<file path="src/rtl/fpu_pkg.sv">
// ---------------------------------------------------------------------------
// fpu_pkg
// Shared types and constants for the FPU normalization datapath.
//   - field widths of the internal operand and the extended-format result
//   - FSM state and per-step terminal-code enums
//   - extended-format limits (max exponent, integer-bit position)
// ---------------------------------------------------------------------------
package fpu_pkg;

  localparam int EXP_W   = 17;  // two's-complement working exponent
  localparam int MANT_W  = 68;  // carry | integer | fraction(63) | g r s
  localparam int OUT_W   = 80;  // extended precision: sign, exp15, sig64
  localparam int XEXP_W  = 15;
  localparam int SIG_W   = 64;

  localparam int EXT_CARRY_BIT = 67;
  localparam int EXT_INT_BIT   = 66;

  localparam logic [XEXP_W-1:0] EXT_EXP_MAX  = 15'h7FFF;
  localparam logic [SIG_W-1:0]  EXT_SIG_INF  = 64'h8000_0000_0000_0000;

  // Working exponent thresholds.
  localparam logic signed [EXP_W-1:0] EXP_ONE  = 17'sd1;
  localparam logic signed [EXP_W-1:0] EXP_OVF  = 17'sd32767;
  // Below this, every right shift up to exp=1 would push all bits into
  // sticky, so the whole walk collapses into a single step.
  localparam logic signed [EXP_W-1:0] EXP_TINY = -17'sd70;

  typedef enum logic [1:0] {
    IDLE  = 2'd0,
    SHIFT = 2'd1,
    DONE  = 2'd2
  } norm_state_e;

  typedef enum logic [2:0] {
    TERM_NONE   = 3'd0,  // a shift was taken, keep iterating
    TERM_ZERO   = 3'd1,
    TERM_OVF    = 3'd2,
    TERM_NORM   = 3'd3,
    TERM_DENORM = 3'd4
  } norm_term_e;

  typedef struct packed {
    logic              sign;
    logic [XEXP_W-1:0] exp;
    logic [SIG_W-1:0]  sig;
  } ext_fp_t;

endpackage

</file>
<file path="src/rtl/fpu_norm_step.sv">
// ---------------------------------------------------------------------------
// fpu_norm_step
// One combinational normalization step. Given the working mantissa and
// exponent it applies the first matching rule of the step priority list
// and reports either the shifted operand (TERM_NONE) or a terminal class.
//   mant_i / exp_i  : current working mantissa / signed exponent
//   mant_o / exp_o  : value after this step (unchanged on a terminal code)
//   term_o          : TERM_NONE or the result class
// Optional feature: `FPU_NORM_COARSE_SHIFT_EN enables the coarse left
// shift by COARSE_STEP; without it COARSE_STEP only feeds the range check.
// ---------------------------------------------------------------------------
module fpu_norm_step
  import fpu_pkg::*;
#(
  parameter int COARSE_STEP = 8
) (
  input  logic        [MANT_W-1:0] mant_i,
  input  logic signed [EXP_W-1:0]  exp_i,
  output logic        [MANT_W-1:0] mant_o,
  output logic signed [EXP_W-1:0]  exp_o,
  output norm_term_e               term_o
);

  // The coarse window must fit under the integer bit.
  if (COARSE_STEP < 1 || COARSE_STEP > EXT_INT_BIT) begin : g_bad_coarse
    $error("fpu_norm_step: COARSE_STEP out of range");
  end

  // Right shift by one, folding the two lowest bits into sticky.
  logic [MANT_W-1:0] mant_rsh;
  assign mant_rsh = {1'b0, mant_i[MANT_W-1:2], mant_i[1] | mant_i[0]};

`ifdef FPU_NORM_COARSE_SHIFT_EN
  localparam logic signed [EXP_W-1:0] EXP_COARSE = EXP_W'(COARSE_STEP);
  logic coarse_ok;
  assign coarse_ok = (mant_i[EXT_INT_BIT -: COARSE_STEP] == '0) &&
                     (exp_i > EXP_COARSE);
`endif

  always_comb begin
    mant_o = mant_i;
    exp_o  = exp_i;
    term_o = TERM_NONE;
    if (mant_i == '0) begin
      term_o = TERM_ZERO;
    end else if (mant_i[EXT_CARRY_BIT]) begin
      mant_o = mant_rsh;
      exp_o  = exp_i + EXP_ONE;
    end else if (exp_i < EXP_ONE) begin
      if (exp_i < EXP_TINY) begin
        mant_o = {{(MANT_W-1){1'b0}}, |mant_i};
        exp_o  = EXP_ONE;
      end else begin
        mant_o = mant_rsh;
        exp_o  = exp_i + EXP_ONE;
      end
    end else if (exp_i >= EXP_OVF) begin
      term_o = TERM_OVF;
    end else if (mant_i[EXT_INT_BIT]) begin
      term_o = TERM_NORM;
`ifdef FPU_NORM_COARSE_SHIFT_EN
    end else if (coarse_ok) begin
      mant_o = mant_i << COARSE_STEP;
      exp_o  = exp_i - EXP_COARSE;
`endif
    end else if (exp_i == EXP_ONE) begin
      term_o = TERM_DENORM;
    end else begin
      mant_o = mant_i << 1;
      exp_o  = exp_i - EXP_ONE;
    end
  end

endmodule

</file>
<file path="src/rtl/fpu_normalize_unit.sv">
// ---------------------------------------------------------------------------
// fpu_normalize_unit
// Iterative normalizer: accepts one unnormalized operand (68-bit mantissa
// with carry, integer, fraction and G/R/S bits plus a 17-bit signed biased
// exponent) and produces an 80-bit extended-format value with final GRS
// bits and zero/denormal/overflow flags. One fpu_norm_step per cycle.
//   clk, reset_n            : clock, synchronous active-low reset
//   in_valid/in_ready       : operand handshake (ready only in IDLE)
//   in_sign/exponent/mantissa: operand
//   out_valid/out_ready     : result handshake (valid only in DONE)
//   out_data, out_grs       : {sign, exp15, sig64}, guard/round/sticky
//   out_zero/denormal/overflow: result class
// Optional feature: `FPU_NORM_COARSE_SHIFT_EN (coarse left shift of
// COARSE_STEP bits); results are identical either way, only latency moves.
// ---------------------------------------------------------------------------
module fpu_normalize_unit
  import fpu_pkg::*;
#(
  parameter int COARSE_STEP = 8
) (
  input  logic              clk,
  input  logic              reset_n,
  input  logic              in_valid,
  output logic              in_ready,
  input  logic              in_sign,
  input  logic [EXP_W-1:0]  in_exponent,
  input  logic [MANT_W-1:0] in_mantissa,
  output logic              out_valid,
  input  logic              out_ready,
  output logic [OUT_W-1:0]  out_data,
  output logic [2:0]        out_grs,
  output logic              out_zero,
  output logic              out_denormal,
  output logic              out_overflow
);

  norm_state_e state_q, state_d;

  logic                     sign_q, sign_d;
  logic signed [EXP_W-1:0]  exp_q, exp_d;
  logic        [MANT_W-1:0] mant_q, mant_d;

  ext_fp_t    out_data_q, out_data_d;
  logic [2:0] out_grs_q, out_grs_d;
  logic       zero_q, zero_d;
  logic       denorm_q, denorm_d;
  logic       ovf_q, ovf_d;

  logic        [MANT_W-1:0] step_mant;
  logic signed [EXP_W-1:0]  step_exp;
  norm_term_e               step_term;

  fpu_norm_step #(
    .COARSE_STEP(COARSE_STEP)
  ) u_step (
    .mant_i(mant_q),
    .exp_i (exp_q),
    .mant_o(step_mant),
    .exp_o (step_exp),
    .term_o(step_term)
  );

  // State and data registers.
  always_ff @(posedge clk) begin
    if (!reset_n) begin
      state_q    <= IDLE;
      sign_q     <= 1'b0;
      exp_q      <= '0;
      mant_q     <= '0;
      out_data_q <= '0;
      out_grs_q  <= '0;
      zero_q     <= 1'b0;
      denorm_q   <= 1'b0;
      ovf_q      <= 1'b0;
    end else begin
      state_q    <= state_d;
      sign_q     <= sign_d;
      exp_q      <= exp_d;
      mant_q     <= mant_d;
      out_data_q <= out_data_d;
      out_grs_q  <= out_grs_d;
      zero_q     <= zero_d;
      denorm_q   <= denorm_d;
      ovf_q      <= ovf_d;
    end
  end

  // Next state.
  always_comb begin
    state_d = state_q;
    case (state_q)
      IDLE:    if (in_valid)               state_d = SHIFT;
      SHIFT:   if (step_term != TERM_NONE) state_d = DONE;
      DONE:    if (out_ready)              state_d = IDLE;
      default:                             state_d = IDLE;
    endcase
  end

  // Datapath: load operand, iterate, capture the result on the terminal
  // step. Result registers only change in SHIFT, so DONE holds them stable.
  always_comb begin
    sign_d     = sign_q;
    exp_d      = exp_q;
    mant_d     = mant_q;
    out_data_d = out_data_q;
    out_grs_d  = out_grs_q;
    zero_d     = zero_q;
    denorm_d   = denorm_q;
    ovf_d      = ovf_q;
    case (state_q)
      IDLE: begin
        if (in_valid) begin
          sign_d = in_sign;
          exp_d  = in_exponent;
          mant_d = in_mantissa;
        end
      end
      SHIFT: begin
        mant_d = step_mant;
        exp_d  = step_exp;
        if (step_term != TERM_NONE) begin
          out_data_d = '{sign: sign_q, exp: exp_q[XEXP_W-1:0],
                         sig: mant_q[EXT_INT_BIT -: SIG_W]};
          out_grs_d  = mant_q[2:0];
          zero_d     = 1'b0;
          denorm_d   = 1'b0;
          ovf_d      = 1'b0;
          case (step_term)
            TERM_ZERO: begin
              out_data_d = '{sign: sign_q, exp: '0, sig: '0};
              out_grs_d  = '0;
              zero_d     = 1'b1;
            end
            TERM_OVF: begin
              out_data_d = '{sign: sign_q, exp: EXT_EXP_MAX, sig: EXT_SIG_INF};
              out_grs_d  = '0;
              ovf_d      = 1'b1;
            end
            TERM_DENORM: begin
              out_data_d.exp = '0;
              denorm_d       = 1'b1;
            end
            default: ;
          endcase
        end
      end
      default: ;
    endcase
  end

  // Outputs.
  always_comb begin
    in_ready     = (state_q == IDLE);
    out_valid    = (state_q == DONE);
    out_data     = out_data_q;
    out_grs      = out_grs_q;
    out_zero     = zero_q;
    out_denormal = denorm_q;
    out_overflow = ovf_q;
  end

endmodule

</file>
<file path="config.mk">
export PLATFORM = sky130hd
export DESIGN_NAME = fpu_normalize_unit
export DESIGN_NICKNAME = d
export VERILOG_FILES = /design/src/rtl/fpu_pkg.sv /design/src/rtl/fpu_norm_step.sv /design/src/rtl/fpu_normalize_unit.sv
export SDC_FILE = /design/constraint.sdc
export NUM_CORES = 1
export LEC_CHECK = 0
export BUFFER_PORTS_ARGS = -buffer_cell sky130_fd_sc_hd__buf_2
export CAP_MARGIN = 0
export CORE_MARGIN = 2
export CORE_UTILIZATION = 55
export DETAILED_ROUTE_END_ITERATION = 12
export PLACE_DENSITY = 0.85
export SYNTH_ARGS = -nofsm -noshare
export SYNTH_HDL_FRONTEND = slang
export SYNTH_HIERARCHICAL = 1
export SYNTH_SLANG_ARGS = --single-unit
export TNS_END_PERCENT = 100
</file>
<file path="constraint.sdc">
create_clock -name clk -period 4 [get_ports clk]
set_clock_uncertainty 0.15 [all_clocks]
set_input_delay 0.4 -clock clk [delete_from_list [all_inputs] [get_ports clk]]
set_output_delay 0.4 -clock clk [all_outputs]
set_load 0.03 [all_outputs]
</file>
==> reports/results.ini <==
[run_status]
status = complete, no violations

[sta]
hold_viol = 0
holdWs_ns = 0.0704
max_freq_mhz = 285
slew_headroom_pct = 17.6
worst_pin_slew_ns = 1.24
fin_crit_ns = 3.50
timing.final.crit_share_pct = 87.6
rsz0062_at_grt = no
slew_viol_final = 0
setup_tns_ns = 0
setup_violations = 0

[cts]
postCtsSetupBuffers = 0
clockRootBuffer = clkbuf_16
clock_latency_ns = 0.44
cts-buffers-inserted = 17
cts_hold_buf = 0
htreeDepth = 4
post_cts_resized = 0
clk_path_buf_depth = 2
cts_sinks = 174
cts_tree = done
clk_pin_slew_ns = 0.07

[finish]
finalNonFillerCells = 1636
syn2layout_area_growth_pct = 14.1
nNetsFinal = 1491
diodes = 0
regArea_um2 = 3480
final_cell_mix = nand2_1 (232), buf_2 (177), dfxtp_1 (174), o21ai_0 (157), nor2_1 (105)
drive_above_1_share_pct = 19.2
fill_cells = 1527
mostFrequentLayoutCell = nand2_1
multi_input_area_um2 = 5690

[power_and_ir_drop]
seqPwrFrac_pct = 39.1
ir_drop_mv = 0.354
switching_power_mw = 2.08
pwr-share-comb_pct = 30.6
leakagePower_nw = 4.33
intPower_mw = 3.43
power_density_nw_per_um2 = 490
p_clk_share_pct = 30.3
sw_frac_of_total_pct = 37.7

[setup_path]
slowest_delay_ns = 0.94
endpoint = mant_q[21]$_SDFFE_PN0P_
worstPathCellList = or3_1 > nor4_2 > a311oi_2 > buf_4 > a21oi_1 > nand2b_1 > o221ai_1 > nand2_1 > a311oi_1
reg2reg_depth = 9
critPathLaunch = exp_q[13]$_SDFFE_PN0P_
cp_max_fo = 16
worstPathRequired_ns = 4.12
critPathKind = flop to flop
reg2reg_slack_ns = 0.50
r2r-end = mant_q[21]$_SDFFE_PN0P_
crit_arrival_ns = 3.62
r2r-start = exp_q[13]$_SDFFE_PN0P_
crit_slowest_cell = a21oi_1
crit_path_end_kind = flop
cp-start-kind = flop

[min_path]
worstHoldPathCells = 3
min_path_type = input port to flop

[floorplan]
start_util_pct = 56.6
die_w_um = 138
fp-row-count = 48
ios = 178
dieArea_um2 = 19000
die-height_um = 138
fp.coreArea_um2 = 17400

[synth]
synth_cells = 1305
synth_warnings = 6
ys_types = 69
yosysSeqAreaShare_pct = 35.3
syn_nets = 1398
ys_ff_latch = 174
synth-async-reset-ratio_pct = 0
synth_edf_count = 0
synth_area_um2 = 9860
synthFlopType = dfxtp_1
avgSynthCellArea_um2 = 7.55

[run]
cap_violations = 0

[detailed_routing]
dr.pass1.iters = 6
postRouteAntennaNets = 0
vias_per_cell = 6.30
drtIter0Drc = 1350
dr_wl_met2_um = 13800
wl_um = 30000
dr.max_layer_used = met4
wire_per_inst_um = 18.3
vias = 10300
drc = 0
wl_met1_um = 12700
wl_met3_um = 2540

[global_route]
track_usage_pct = 31.0
gr-total-overflow = 0
first_global_vias = 9088
grt_pass1_wl_um = 46900
antenna_found_initial = 0
grt_max_degree = 136

[placed_design]
dp.cells = 1604
hpwl_um = 19400
place_congestion = 0.997
io_buffer_count = 177

flip-flops by register name (all words and copies together) (netlist names):
register and count:
exp_q 17, mant_q 68, out_data 80, out_denormal 1
out_grs 3, out_overflow 1, out_zero 1, sign_q 1
state_q 2
routing by layer:
layer / vias up / global-route usage [%]
met3: 70 / 5.12
met5: - / 0
li1: 4929 / -
met2: 534 / 49.3
met1: 4772 / 41.8
met4: 0 / 12.6
power by group through the flow:
stage | registers, mW | logic (mW) | clock network [mW]
2_1_floorplan | 2.13 | 1.27 | 0
3_3_place_gp | 2.17 | 1.62 | 0
3_5_place_dp | 2.18 | 1.64 | 0
4_1_cts | 2.14 | 1.65 | 1.68
5_1_grt | 2.18 | 1.83 | 1.76
6_report | 2.15 | 1.69 | 1.67
logic make-up (layout without fill, tap and decap cells):
kind of cell               after synthesis  count (layout)  synth area share (%)
adders and majority gates                4               4                 0.482
other                                    1               1                0.0380
and+or+nand+nor                        508             508                  23.0
xor gates and xnor gates                 1               1                0.0889
muxes                                   53              53                  5.38
AOI/OAI and AO/OA                      418             418                  28.2
DFF                                    174             174                  35.3
buffers and inverters                  146             252                  7.49
how the worst min path moves through the flow:
| stage | from | end |
|---|---|---|
| floorplan | sign_q$_SDFFE_PN0P_ | out_data[79]$_SDFFE_PN0P_ |
| global placement | out_zero$_SDFFE_PN0P_ | out_zero$_SDFFE_PN0P_ |
| detailed placement | out_data[44]$_SDFFE_PN0P_ | out_data[44]$_SDFFE_PN0P_ |
| CTS | in_mantissa[8] | mant_q[8]$_SDFFE_PN0P_ |
| global route | in_mantissa[8] | mant_q[8]$_SDFFE_PN0P_ |
| finish | in_mantissa[8] | mant_q[8]$_SDFFE_PN0P_ |
area by class of cell:
type	count	share of cell area [%]
flip-flops and latches	174	31.0
clock buffers	24	4.19
clock inverters	8	0.957
well taps	225	2.50
multi-input cells	985	50.6
repair buffers	201	10.1
inverters	19	0.656
worst max-delay path, delay by kind of cell, from the launching register on:
family                 cells  cell delay, ns
flip-flops                 1            0.40
AND/OR/NAND/NOR            4            1.18
AO/OA/AOI/OAI              4            1.35
buffers and inverters      1            0.25
cells in the mapped netlist (all sizes together), types with 4 or more instances:
master	count	area share (%)
inv	19	0.72
mux2i	53	5.4
or3	5	0.37
nand2	233	8.9
and3	4	0.30
nand4	8	0.51
buf	80	5.0
nand3	99	5.0
o22ai	8	0.51
a31oi	23	1.5
o21ai	159	8.1
clkbuf	47	1.8
a311oi	87	9.1
a21oi	89	4.5
nor3	7	0.47
nand2b	5	0.32
a22oi	14	1.1
nor4	23	1.7
nor2	106	4.1
dfxtp	174	35
nor2b	5	0.32
o31ai	4	0.30
stage by stage:
step | util [%] | area, um^2 | power (mW) | worst slack, ns
2_1_floorplan | - | 9860 | 3.40 | 0.664
3_3_place_gp | 61.2 | 10700 | 3.79 | 0.661
3_5_place_dp | 61.2 | 10700 | 3.83 | 0.625
4_1_cts | 64.6 | 11200 | 5.48 | 0.608
5_1_grt | 64.6 | 11200 | 5.77 | 0.283
6_report | 64.6 | 11200 | 5.51 | 0.495
No activity file was read; power rests on OpenSTA's default activity.
